<file path="config.mk">
export PLATFORM = sky130hd
export DESIGN_NAME = fifo_sync_param_flat
export DESIGN_NICKNAME = d
export VERILOG_FILES = /design/src/rtl/fifo_sync_param_if.sv /design/src/rtl/fifo_sync_param.sv /design/src/flat_wrapper.sv
export SDC_FILE = /design/constraint.sdc
export NUM_CORES = 1
export LEC_CHECK = 0
export ABC_AREA = 1
export ABC_CLOCK_PERIOD_IN_PS = 8000
export BUFFER_PORTS_ARGS = -buffer_cell sky130_fd_sc_hd__buf_2
export CORE_MARGIN = 5
export CORE_UTILIZATION = 60
export DETAILED_ROUTE_END_ITERATION = 12
export PLACE_DENSITY = 0.82
export SLEW_MARGIN = 30
export SYNTH_ARGS = -nofsm -noshare
export SYNTH_HDL_FRONTEND = slang
export SYNTH_SLANG_ARGS = --single-unit
export TNS_END_PERCENT = 5
</file>
<file path="constraint.sdc">
create_clock -name clk -period 8 [get_ports clk]
set_input_delay 1.2 -clock clk [delete_from_list [all_inputs] [get_ports clk]]
set_output_delay 1.2 -clock clk [all_outputs]
set_load 0.02 [all_outputs]
</file>
<file path="src/rtl/fifo_sync_param_if.sv">
// fifo_sync_param_if: request/response bundle for fifo_sync_param
// master: drives wr_en, rd_en, d_in; observes data, count, flags and pulses
// slave : the FIFO side, drives d_out, data_count, status flags, ack/err pulses
interface fifo_sync_param_if #(
    parameter int WIDTH = 32,
    parameter int DEPTH = 8
);
    logic                     wr_en;
    logic                     rd_en;
    logic [WIDTH-1:0]         d_in;
    logic [WIDTH-1:0]         d_out;
    logic [$clog2(DEPTH):0]   data_count;
    logic                     full;
    logic                     empty;
    logic                     almost_full;
    logic                     almost_empty;
    logic                     wr_ack;
    logic                     wr_err;
    logic                     rd_ack;
    logic                     rd_err;
    modport master (
        output wr_en, rd_en, d_in,
        input  d_out, data_count, full, empty, almost_full, almost_empty,
               wr_ack, wr_err, rd_ack, rd_err
    );
    modport slave (
        input  wr_en, rd_en, d_in,
        output d_out, data_count, full, empty, almost_full, almost_empty,
               wr_ack, wr_err, rd_ack, rd_err
    );
endinterface

</file>
<file path="src/rtl/fifo_sync_param.sv">
// fifo_sync_param: single-clock FIFO with registered data, count, status flags and ack/err pulses
// clk, reset    : clock and synchronous active-high reset
// fifo (slave)  : wr_en/d_in write side, rd_en/d_out read side, data_count, full/empty,
//                 almost_full/almost_empty, wr_ack/wr_err/rd_ack/rd_err one-cycle pulses
module fifo_sync_param #(
    parameter int WIDTH    = 32,
    parameter int DEPTH    = 8,
    parameter int AF_LEVEL = DEPTH - 1,
    parameter int AE_LEVEL = 1
) (
    input logic                clk,
    input logic                reset,
    fifo_sync_param_if.slave   fifo
);
    localparam int AW    = $clog2(DEPTH);
    localparam int CNT_W = AW + 1;
    localparam logic [2:0] IDLE   = 3'd0;
    localparam logic [2:0] WRITE  = 3'd1;
    localparam logic [2:0] READ   = 3'd2;
    localparam logic [2:0] WR_RD  = 3'd3;
    localparam logic [2:0] WR_ERR = 3'd4;
    localparam logic [2:0] RD_ERR = 3'd5;
    logic [WIDTH-1:0] mem_q [DEPTH];
    logic [AW-1:0]    head_q, tail_q;
    logic [CNT_W-1:0] count_q, count_d;
    logic [WIDTH-1:0] d_out_q;
    logic [2:0]       state_q, state_d;
    logic             rd_err_wr_q;
    logic             full_q, empty_q, af_q, ae_q;
    logic             do_wr, do_rd, cnt_zero, cnt_full;
    always_comb begin
        cnt_zero = count_q == '0;
        cnt_full = count_q == CNT_W'(DEPTH);
        do_rd    = fifo.rd_en && !cnt_zero;
        // when full, a simultaneous read frees the slot the write lands in
        do_wr    = fifo.wr_en && (!cnt_full || fifo.rd_en);
        state_d  = (fifo.wr_en && fifo.rd_en) ? (cnt_zero ? RD_ERR : WR_RD) :
                   fifo.wr_en ? (cnt_full ? WR_ERR : WRITE) :
                   fifo.rd_en ? (cnt_zero ? RD_ERR : READ) : IDLE;
        count_d  = count_q + CNT_W'(do_wr) - CNT_W'(do_rd);
    end
    always_ff @(posedge clk) begin
        if (!reset && do_wr) mem_q[head_q] <= fifo.d_in;
    end
    always_ff @(posedge clk) begin
        if (reset) begin
            state_q     <= IDLE;
            rd_err_wr_q <= 1'b0;
            head_q      <= '0;
            tail_q      <= '0;
            count_q     <= '0;
            d_out_q     <= '0;
            full_q      <= 1'b0;
            empty_q     <= 1'b1;
            af_q        <= 1'b0;
            ae_q        <= 1'b1;
        end else begin
            state_q     <= state_d;
            // RD_ERR also covers write+read on empty, where the write is still accepted
            rd_err_wr_q <= state_d == RD_ERR && fifo.wr_en;
            if (do_wr) head_q <= head_q + AW'(1);
            if (do_rd) begin
                tail_q  <= tail_q + AW'(1);
                d_out_q <= mem_q[tail_q];
            end
            count_q     <= count_d;
            full_q      <= count_d == CNT_W'(DEPTH);
            empty_q     <= count_d == '0;
            af_q        <= count_d >= CNT_W'(AF_LEVEL);
            ae_q        <= count_d <= CNT_W'(AE_LEVEL);
        end
    end
    assign fifo.d_out        = d_out_q;
    assign fifo.data_count   = count_q;
    assign fifo.full         = full_q;
    assign fifo.empty        = empty_q;
    assign fifo.almost_full  = af_q;
    assign fifo.almost_empty = ae_q;
    assign fifo.wr_ack       = state_q == WRITE || state_q == WR_RD || rd_err_wr_q;
    assign fifo.wr_err       = state_q == WR_ERR;
    assign fifo.rd_ack       = state_q == READ || state_q == WR_RD;
    assign fifo.rd_err       = state_q == RD_ERR;
endmodule

</file>
<file path="src/flat_wrapper.sv">
// flat-port wrapper written by rule: the top's interface ports become plain ports
module fifo_sync_param_flat 
#(
    parameter int WIDTH    = 32,
    parameter int DEPTH    = 8,
    parameter int AF_LEVEL = DEPTH - 1,
    parameter int AE_LEVEL = 1
)
  (clk, reset, fifo_wr_en, fifo_rd_en, fifo_d_in, fifo_d_out, fifo_data_count, fifo_full, fifo_empty, fifo_almost_full, fifo_almost_empty, fifo_wr_ack, fifo_wr_err, fifo_rd_ack, fifo_rd_err);
  fifo_sync_param_if #(.WIDTH(WIDTH), .DEPTH(DEPTH)) fifo_i ();
  input logic clk;
  input logic reset;
  input wire logic [$bits(fifo_i.wr_en)-1:0] fifo_wr_en;
  input wire logic [$bits(fifo_i.rd_en)-1:0] fifo_rd_en;
  input wire logic [$bits(fifo_i.d_in)-1:0] fifo_d_in;
  output wire logic [$bits(fifo_i.d_out)-1:0] fifo_d_out;
  output wire logic [$bits(fifo_i.data_count)-1:0] fifo_data_count;
  output wire logic [$bits(fifo_i.full)-1:0] fifo_full;
  output wire logic [$bits(fifo_i.empty)-1:0] fifo_empty;
  output wire logic [$bits(fifo_i.almost_full)-1:0] fifo_almost_full;
  output wire logic [$bits(fifo_i.almost_empty)-1:0] fifo_almost_empty;
  output wire logic [$bits(fifo_i.wr_ack)-1:0] fifo_wr_ack;
  output wire logic [$bits(fifo_i.wr_err)-1:0] fifo_wr_err;
  output wire logic [$bits(fifo_i.rd_ack)-1:0] fifo_rd_ack;
  output wire logic [$bits(fifo_i.rd_err)-1:0] fifo_rd_err;
  assign fifo_i.wr_en = fifo_wr_en;
  assign fifo_i.rd_en = fifo_rd_en;
  assign fifo_i.d_in = fifo_d_in;
  assign fifo_d_out = fifo_i.d_out;
  assign fifo_data_count = fifo_i.data_count;
  assign fifo_full = fifo_i.full;
  assign fifo_empty = fifo_i.empty;
  assign fifo_almost_full = fifo_i.almost_full;
  assign fifo_almost_empty = fifo_i.almost_empty;
  assign fifo_wr_ack = fifo_i.wr_ack;
  assign fifo_wr_err = fifo_i.wr_err;
  assign fifo_rd_ack = fifo_i.rd_ack;
  assign fifo_rd_err = fifo_i.rd_err;
  fifo_sync_param #(.WIDTH(WIDTH), .DEPTH(DEPTH), .AF_LEVEL(AF_LEVEL), .AE_LEVEL(AE_LEVEL)) u_core (.clk(clk), .reset(reset), .fifo(fifo_i));
endmodule
</file>
==> summary.md <==
The path length in cells of the critical path came out at 12. By startpoint and endpoint, the worst setup path is classified as in -> reg. For this run the aggregate overflow at the end of global routing stands at 0. The global-route usage over all layers came out at 22.0%. The number of primary I/O pins was 80; the final-report max-slew violation count was 0. For this design the ratio of total power to cell area is 293 nW/um^2. For the clock latency reported for the late side of the worst-skew pair, the log shows 540 ps. For this block, the via count after detailed routing is 8710.

The tools report the synthesized cell area as 12800 sq um. In this run, distinct cell masters in the synthesized netlist total 25. The actual slew at the worst max-slew pin was 890 ps; the total non-filler cell area in the finished layout was 14400 sq um. The path with the worst hold slack has its endpoint at u_core.head_q[0]. In the final layout, the share of cells above drive strength 1 is 11.1%.

The die covers 24400 sq um. Together, buffers and inverters on the worst path number 4. In this run, post-CTS repair resized a total of 0 instances. For the number of hold buffers added after cts, the log shows 0.

The worst reg2reg path endpoint was u_core.fifo.almost_empty. Final setup skew: 7.83 ps. The library cell used most frequently in the layout, excluding fill and tap cells, is sky130_fd_sc_hd__nand2_1. In the layout the commonest cells are sky130_fd_sc_hd__nand2_1, sky130_fd_sc_hd__inv_1, sky130_fd_sc_hd__edfxtp_1, sky130_fd_sc_hd__nand3_1, sky130_fd_sc_hd__buf_2. The worst-case register-to-register setup slack is 4710 ps. The tools report the accumulated negative setup slack as 0 ps.

The number of nets handed over by synthesis was 1313. The flow ran to the end, and the final reports show no timing, DRC or antenna violations. Of the synthesized area, sequential elements account for 67.8%.

The average cell area after synthesis is 10.1 sq um. The run gives 13400 microns as the total met2 wirelength after detailed routing. The cell accounting for the most synthesized area is sky130_fd_sc_hd__edfxtp_1. Counting every sink on the clock net gives 306. Worst hold path startpoint: u_core.head_q[0].

Half-perimeter wire length after placement: 14700 microns. The floorplan die width was 156 microns; the count of final setup violators was 0. The post-CTS clock slew at the launch and capture registers of the worst setup and hold paths works out to 60 ps.

The detailed router used layers up to and including met5. The die extent in y was 156 microns; the final worst hold slack was 526 ps. Setup repair after global routing left no endpoint under its margin. Clock root buffer: sky130_fd_sc_hd__clkbuf_16. The clock period minus worst slack was 3420 ps.

The arrival time at the worst endpoint is 3840 ps. The cell type group with the largest total delay on the critical path was adder cells. After synthesis, the cell types taking the most area are sky130_fd_sc_hd__edfxtp_1, sky130_fd_sc_hd__nand2_1, sky130_fd_sc_hd__inv_1. The number of nets in the layout is 1379, and the top cell type's share of synthesized area is 59.9%. The initial utilization of the core area, before any placement, comes to 61.0%. The first global-routing pass estimated 42500 microns of wire. For the worst setup path, the data required time is 8410 ps.

The H-tree level count is 1. STA classifies the critical path startpoint as an input pin. The routed length per instance was 16.6 microns; the total length of routed wires was 27100 microns.

The worst register-to-register path has a depth of 14. The DRC marker count from the first detailed-route iteration was 868. The tools report the remaining antenna violation count as 0. The worst hold path was traced through 2 stages. The worst hold path belongs to the class reg -> reg.

The startpoint identified for the worst register-to-register timing path is u_core.fifo.data_count[2]. Registers take 8690 sq um. The run gives 95 as the pin count of the biggest net entering global routing. The region available for standard cell placement spans 21000 sq um.

After detailed routing, the number of remaining DRC violations is 0. After filler insertion, the fill cell instance count of the layout stands at 1453. The maximum clock path buffer count was 3; the met1 layer wirelength in the final routing was 10900 microns. For the count of TritonRoute iterations in the first routing pass, the log shows 5. The number of global-route vias before repair is 8432, and the number of standard cells after synthesis is 1268. In the final layout, the multi-input gates occupy 2840 sq um. For the highest ir drop seen on vdd, the log shows 0.177 mV. The number of buffers added by the clock tree synthesis step is 30, and the synthesis-stage register bit count is 306. Routability-driven placement finished with a final weighted congestion of 0.746.

The highest net fanout along the worst path was 66; the highest achievable clock rate was 292 MHz. The signal on the critical path passes through buf_2 -> nand2_2 -> clkinv_2 -> ha_1 -> inv_1 -> ha_1 -> inv_1 -> fa_1 -> xnor2_1 -> nor2_1 -> nand3_1 -> nand2_1. Buffers placed on the I/O ports in this run total 79. The tool flagged a number of max-cap violations equal to 0. Once placement finished, the instance area stood at 13500 sq um. For the number of antenna violations at the first check in global routing, the log shows 4. The highest cell delay on the worst timing path works out to 640 ps.

The final cycle utilization of the critical path was 42.8%; the hold violation total from the final report was 0. The tools report the number of warnings issued by yosys as 0. The worst-case headroom to the max-slew limit was 40.7%; the via count normalized by instance count was 5.33.

The number of setup buffers added after CTS is 0. TritonCTS built the clock tree. After detailed routing, the met3 layer carries 2280 microns of wire. The slowest stage cell on the critical path is sky130_fd_sc_hd__clkinv_2. In this run the core area contains 53 standard-cell rows.

The standby leakage power is 6.44 nW. The area added between synthesis and finish was 12.7%. STA classifies the critical path endpoint as a flip-flop.
-- tightest hold or removal path: stages (launching register included) --
cell and delay, ps:
sky130_fd_sc_hd__dfxtp_1 340, sky130_fd_sc_hd__nand3_1 90, sky130_fd_sc_hd__nand2_1 50
-- sequential cells by signal (all words and copies together), names as in the netlist --
name and cells:
u_core.mem_q 256, u_core.tail_q 3, u_core.fifo.almost_empty 1, u_core.fifo.d_out 32, u_core.head_q 3, u_core.rd_err_wr_q 1, u_core.fifo.almost_full 1, u_core.fifo.empty 1
u_core.fifo.data_count 4, u_core.fifo.full 1, u_core.state_q 3
-- synthesized netlist by cell type --
| cell | count |
|---|---|
| sky130_fd_sc_hd__nand4_1 | 1 |
| sky130_fd_sc_hd__nand3b_1 | 1 |
| sky130_fd_sc_hd__o21ai_1 | 6 |
| sky130_fd_sc_hd__nand2_2 | 1 |
| sky130_fd_sc_hd__nor2_1 | 18 |
| sky130_fd_sc_hd__fa_1 | 1 |
| sky130_fd_sc_hd__buf_2 | 44 |
| sky130_fd_sc_hd__nor3_1 | 3 |
| sky130_fd_sc_hd__o31ai_1 | 1 |
| sky130_fd_sc_hd__inv_2 | 2 |
| sky130_fd_sc_hd__edfxtp_1 | 256 |
| sky130_fd_sc_hd__nand3_1 | 198 |
| sky130_fd_sc_hd__buf_4 | 1 |
| sky130_fd_sc_hd__o21bai_1 | 2 |
| sky130_fd_sc_hd__a21oi_1 | 37 |
| sky130_fd_sc_hd__nor2_2 | 1 |
| sky130_fd_sc_hd__buf_1 | 6 |
| sky130_fd_sc_hd__xnor2_1 | 1 |
| sky130_fd_sc_hd__buf_6 | 1 |
| sky130_fd_sc_hd__o21ai_0 | 31 |
| sky130_fd_sc_hd__inv_1 | 281 |
| sky130_fd_sc_hd__nand2_1 | 308 |
| sky130_fd_sc_hd__clkbuf_1 | 9 |
| sky130_fd_sc_hd__dfxtp_1 | 50 |
| sky130_fd_sc_hd__ha_1 | 8 |
-- power breakdown --
group / leakage [nW] / internal (mW) / switching, mW
combinational: 3.26 / 0.301 / 0.668
sequential: 2.73 / 1.84 / 0.0751
clock: 0.458 / 0.781 / 0.565
total: 6.44 / 2.92 / 1.31
-- cell families after synthesis --
family                     count (synthesis)  share of synthesized area (%)
AOI/OAI and AO/OA                         77                           3.06
xor gates and xnor gates                   1                         0.0683
adders and majority gates                  9                          0.937
buffers and inverters                    344                           10.6
DFF                                      306                           67.8
and+or+nand+nor                          531                           17.6
-- worst max-delay path by stage --
stage	slack (ps)	startpoint	end
CTS	4700	fifo_rd_en	u_core.fifo.almost_empty
global route	4300	fifo_rd_en	u_core.fifo.empty
finish	4580	fifo_rd_en	u_core.fifo.almost_empty
floorplan	4530	fifo_rd_en	u_core.mem_q[0][0]
detailed placement	4130	fifo_rd_en	u_core.fifo.almost_empty
global placement	4220	fifo_rd_en	u_core.fifo.almost_empty
-- final cells by class --
class	count	area share (%)
Inverter	283	7.37
Clock inverter	15	0.875
Multi-Input combinational cell	618	19.6
Clock buffer	40	5.67
Sequential cell	306	60.2
Timing Repair Buffer	95	3.84
Tap cell	275	2.38
Antenna cell	3	0.0520
-- layer usage --
layer	global-route usage [%]	vias to the layer above
met2	36.8	356
li1	-	4188
met5	0	-
met4	7.44	4
met3	3.77	47
met1	29.4	4115
-- per-stage QoR --
stage               total power [mW]  std cells  util (%)  setup WS (ps)
floorplan                       2.64       1268         -           4530
global placement                2.86       1575      63.9           4220
detailed placement              2.90       1576      64.1           4130
CTS                             4.24       1631      68.6           4700
global route                    4.44       1634      68.7           4300
finish                          4.23       1635      68.7           4580
Note: power is estimated with default switching activity, not from simulation.
